`src/rtl/param_iface.sv`:
```
`default_nettype none
// ============================================================================
//  Module      : param_iface
//  Description : Width-parameterized two-entry skid buffer for a valid/ready
//                channel. Accepts one word per cycle, presents it one cycle
//                later on registered outputs, sustains full throughput and
//                never drops, duplicates or reorders words under backpressure.
//                in_ready is driven purely from flops, so there is no
//                combinational path from out_ready to in_ready.
//  Options     : `define PARAM_IFACE_PARITY_EN adds in_parity, out_parity and
//                a sticky parity_err flag (even parity, checked on accept).
//  Revision    : 1.0  initial release
// ============================================================================
module param_iface #(
    parameter int WIDTH = 8
) (
    input  logic             clk,
    input  logic             rst,
    input  logic [WIDTH-1:0] in_data,
    input  logic             in_valid,
    output logic             in_ready,
    output logic [WIDTH-1:0] out_data,
    output logic             out_valid,
    input  logic             out_ready
`ifdef PARAM_IFACE_PARITY_EN
    ,
    input  logic             in_parity,
    output logic             out_parity,
    output logic             parity_err
`endif
);

    typedef enum logic [1:0] {
        ST_EMPTY = 2'd0,
        ST_ONE   = 2'd1,
        ST_FULL  = 2'd2
    } state_t;

    state_t           r_state;
    state_t           w_state_nxt;
    logic [WIDTH-1:0] r_main;
    logic [WIDTH-1:0] r_skid;
    logic             r_out_valid;
    logic             r_in_ready;

    logic             w_accept;
    logic             w_consume;
    logic             w_load_main_in;
    logic             w_load_skid_in;
    logic             w_move_skid;

    assign w_accept  = in_valid && r_in_ready;
    assign w_consume = r_out_valid && out_ready;

    // Next-state and datapath load-select decode from the handshake events
    always_comb begin
        w_state_nxt    = r_state;
        w_load_main_in = 1'b0;
        w_load_skid_in = 1'b0;
        w_move_skid    = 1'b0;
        case (r_state)
            ST_EMPTY: begin
                if (w_accept) begin
                    w_state_nxt    = ST_ONE;
                    w_load_main_in = 1'b1;
                end
            end
            ST_ONE: begin
                if (w_accept && w_consume) begin
                    // Main drains and refills in the same cycle
                    w_load_main_in = 1'b1;
                end else if (w_accept) begin
                    w_state_nxt    = ST_FULL;
                    w_load_skid_in = 1'b1;
                end else if (w_consume) begin
                    w_state_nxt    = ST_EMPTY;
                end
            end
            ST_FULL: begin
                // in_ready is low here, so only a consume can occur
                if (w_consume) begin
                    w_state_nxt = ST_ONE;
                    w_move_skid = 1'b1;
                end
            end
            default: begin
                w_state_nxt = ST_EMPTY;
            end
        endcase
    end

    // State register with handshake outputs registered from the next state
    always_ff @(posedge clk) begin
        if (rst) begin
            r_state     <= ST_EMPTY;
            r_out_valid <= 1'b0;
            r_in_ready  <= 1'b1;
        end else begin
            r_state     <= w_state_nxt;
            r_out_valid <= (w_state_nxt != ST_EMPTY);
            r_in_ready  <= (w_state_nxt != ST_FULL);
        end
    end

    // Main/skid payload registers; in_data is only sampled on an accept
    always_ff @(posedge clk) begin
        if (rst) begin
            r_main <= '0;
            r_skid <= '0;
        end else begin
            if (w_load_main_in) begin
                r_main <= in_data;
            end else if (w_move_skid) begin
                r_main <= r_skid;
            end
            if (w_load_skid_in) begin
                r_skid <= in_data;
            end
        end
    end

    assign in_ready  = r_in_ready;
    assign out_valid = r_out_valid;
    assign out_data  = r_main;

`ifdef PARAM_IFACE_PARITY_EN
    logic r_main_par;
    logic r_skid_par;
    logic r_parity_err;

    // Parity bit travels with its word; error flag is sticky until reset
    always_ff @(posedge clk) begin
        if (rst) begin
            r_main_par   <= 1'b0;
            r_skid_par   <= 1'b0;
            r_parity_err <= 1'b0;
        end else begin
            if (w_load_main_in) begin
                r_main_par <= in_parity;
            end else if (w_move_skid) begin
                r_main_par <= r_skid_par;
            end
            if (w_load_skid_in) begin
                r_skid_par <= in_parity;
            end
            if (w_accept && ((^in_data) != in_parity)) begin
                r_parity_err <= 1'b1;
            end
        end
    end

    assign out_parity = r_main_par;
    assign parity_err = r_parity_err;
`endif

endmodule
`default_nettype wire

```
`config.mk`:
```
export PLATFORM = sky130hd
export DESIGN_NAME = param_iface
export DESIGN_NICKNAME = d
export VERILOG_FILES = /design/src/rtl/param_iface.sv
export SDC_FILE = /design/constraint.sdc
export NUM_CORES = 1
export LEC_CHECK = 0
export ABC_AREA = 1
export CAP_MARGIN = 20
export CORE_MARGIN = 2
export CORE_UTILIZATION = 41
export CTS_BUF_LIST = sky130_fd_sc_hd__clkbuf_8
export CTS_CLUSTER_SIZE = 12
export DETAILED_ROUTE_END_ITERATION = 10
export PLACE_DENSITY = 0.73
export SLEW_MARGIN = 10
export SYNTH_ARGS = -nofsm -noshare
export SYNTH_HDL_FRONTEND = slang
export SYNTH_SLANG_ARGS = --single-unit
```
`constraint.sdc`:
```
create_clock -name clk -period 1.2 [get_ports clk]
set_input_delay 0.12 -clock clk [delete_from_list [all_inputs] [get_ports clk]]
set_output_delay 0.12 -clock clk [all_outputs]
set_load 0.005 [all_outputs]
```
==> key figures <==
Run status
  • Outcome: finished, final reports clean

Place
  • Routability cong.: 0.8182
  • PortBufs: 21
  • Dpl hpwl: 1466 um

Cells and area
  • Area Overhead vs Synth: 42.19%
  • Share of layout cells above drive strength 1: between 20% and 30%
  • Antenna cell count: 0
  • Area of the multi-input gates: 471.7 um^2
  • Fin util: 63.19%
  • Reg area: slightly above 400 um^2
  • NumNets Final: 160
  • Fillers: 182

Setup path
  • WP buf/inv: 1
  • Crit path top cell by count: nand2_1
  • CP required: between 1000 and 1500 ps
  • CP arrival: 1310 ps
  • Worst path cell trace: buf_4 -> nor2_8 -> nand2_4 -> nand2_1 -> nand2_1 -> a21oi_1
  • Crit path max-delay cell type: dfxtp_1
  • Critical path class: reg2reg
  • CP delay by family, top: simple AND/OR/NAND/NOR gates
  • Startpoint Class: flip-flop
  • CP Capture Type: flip-flop
  • R2R Setup Slk: about 71 ps
  • CP max FO: 17
  • CP max stage delay: roughly 320 ps

Drt
  • Routed wire length: 2232 um
  • Vias: 885
  • Iteration-0 DRC Markers: 12
  • ANT nets after route: 0
  • DR WL/cell: between 10 and 15 um
  • DRC: 0
  • Pre-antenna DRT Iters: 4
  • Vias per cell: 5.086

Global routing
  • Initial antenna violation count: 0
  • Total Routing Usage GR: 17.59%
  • Global-route wire length before repair: about 3400 um
  • Pin count of the biggest net entering global routing: 18
  • Vias in the first global route: 746
  • GR Overflow Total: 0

STA
  • Setup TNS Final: 0 ps
  • RSZ-0062 raised after global routing: yes
  • Final setup viols: 0
  • Pins Over Slew Limit: 0
  • Skew final: 1.371 ps
  • Final hold vios: 0
  • Crit share post-route: 94.07%
  • Worst-Margin Slew: 211.3 ps
  • Max Clk Rate: 0.8858 GHz
  • Final min period: 1129 ps
  • Slew HR: 85.89%

Hold path
  • Hold Path Class: reg2reg

Synthesis
  • Syn Inst Count: 115
  • Synth unique cells: 17
  • Synth Flop Type: dfxtp_1
  • Post-synthesis sequential area ratio: 45.01%
  • Synth top area cells: dfxtp_1 (45%), nand3_1 (10%), nand2_1 (8.4%), nand3b_1 (6.8%), nor2_1 (6.8%)
  • Top post-synthesis cells by count: dfxtp_1 (20), nand2_1 (20), nand3_1 (18), nor2_1 (16)
  • FF+latch count, synth: 20
  • Yosys warning total: 0
  • Syn avg cell area: 7.736 um^2
  • Yosys top cell area share: between 40% and 50%
  • Dominant cell type by area after synthesis: dfxtp_1
  • Fraction of registers with async set/reset: 0%
  • Synth Net Count: 127
  • Post-synth EDFFs: 0
  • Post-Syn Area: 889.6 um^2

Clock tree
  • Num CTS Buffers: 3
  • H-tree depth: 1
  • CTS tree: done
  • Clock sinks: 20
  • Clk_lat worst skew: about 260 ps
  • Clk buf depth: 2
  • Postcts setup bufs: 0
  • Clock-pin slew reported for the worst setup and hold paths after clock tree synthesis: 80 ps
  • CTS root buf: clkbuf_8

Power and ir drop
  • Internal power: 1362 uW
  • Lkg Pwr: 0.0005669 uW
  • Sw Share: 26.07%
  • Part of the power in combinational logic: between 20% and 30%
  • Peak VDD IR: ~900 uV
  • Net switching power: slightly below 500 uW
  • Cell Pwr Density: 1457 nW/um^2
  • Clock share of power: approximately 37%
  • Seq pwr share: 41.9%

Die
  • Die Wd: 50.58 um
  • Core Region: 2002 um^2
  • Die area: 2558 um^2
  • Initial core utilization: around 44%
  • Ports: 22
  • Row count: 16
  • Die H: 50.58 um

Flow run
  • Max Cap Viol: 0
through the flow:
stage	hold WS (ps)	instance area [um^2]	std cells	setup slack (ps)	power (uW)
finish	481.7	1265	174	71.11	1843
global placement	466.7	1165	168	-150.2	1164
CTS	483.9	1229	172	0.9457	1828
global route	501.3	1265	174	-17.68	1926
floorplan	285.4	889.6	115	88.13	996.7
detailed placement	474.3	1165	168	-199.8	1173
power groups by stage:
stage               clock [uW]  combinational [uW]  sequential, uW
floorplan                    0                 212             785
global placement             0                 386             778
detailed placement           0                 391             781
CTS                        688                 374             766
global route               713                 431             782
finish                     677                 394             772
metal layers:
metal | global-route usage, % | vias up | part of all wire [%]
li1 | - | 448 | -
met1 | 24.25 | 395 | 43
met2 | 26.97 | 36 | 49
met3 | 2.679 | 6 | 5.9
met4 | 8.108 | 0 | 2.7
met5 | 0 | - | 0
sequential cells by signal, indices dropped and copies added, names as in the netlist:
register   cells
out_data       8
out_valid      1
r_skid         8
r_state        2
in_ready       1
final cells by class:
| cell class | instances | share of cell area (%) |
|---|---|---|
| multi-input combinational | 88 | 37.29 |
| clock buffer | 3 | 3.264 |
| clock inverter | 1 | 2.374 |
| inverter | 7 | 2.275 |
| sequential | 20 | 32.05 |
| timing repair buffer | 28 | 20.08 |
| tap | 27 | 2.671 |
cell families (layout without fill, tap and decap cells):
kind of cell	count (synthesis)	in the layout	synth area share, %
simple gates	69	71	39.66
flops	20	20	45.01
compound gates	17	17	9.986
buf+inv	9	39	5.344
tightest hold or removal path, cell delays in order, from the launching register on:
cell and delay (ps):
dfxtp_1 310, nand3_1 70, a21oi_1 60
layout by cell type (no fill, tap or decap):
cell type         n
dlygate4sd2_1     9
o21ai_0           7
dlymetal6s2s_1    1
clkinv_1          1
nor2_8            1
dfxtp_2           4
a21oi_4           1
clkdlybuf4s50_1  11
o21ai_1           1
nand2_1          18
nor2_1           16
a21oi_1           8
nor2_4            1
inv_1             2
nand2_4           2
clkbuf_8          3
buf_4             7
nor2_2            1
nand3_1          18
nand2_2           6
inv_2             3
inv_4             1
dfxtp_1          16
nand3b_1          8
bufinv_16         1
final timing paths:
kind,from,depth (start not counted),end
min reg2reg,out_data[5]$_SDFFE_PP0P_,2,out_data[5]$_SDFFE_PP0P_
max,r_state[1]$_SDFF_PP0_,6,out_data[4]$_SDFFE_PP0P_
max reg2reg,r_state[1]$_SDFF_PP0_,6,out_data[4]$_SDFFE_PP0P_
min,out_data[5]$_SDFFE_PP0P_,2,out_data[5]$_SDFFE_PP0P_
what timing repair did:
action                                  CTS  global route
endpoints found under the setup margin   10            18
resized for setup                        12             8
gates cloned                              0             2
pin swaps                                 0             3
hold buffers                              0             0
No activity file was read; power rests on OpenSTA's default activity.
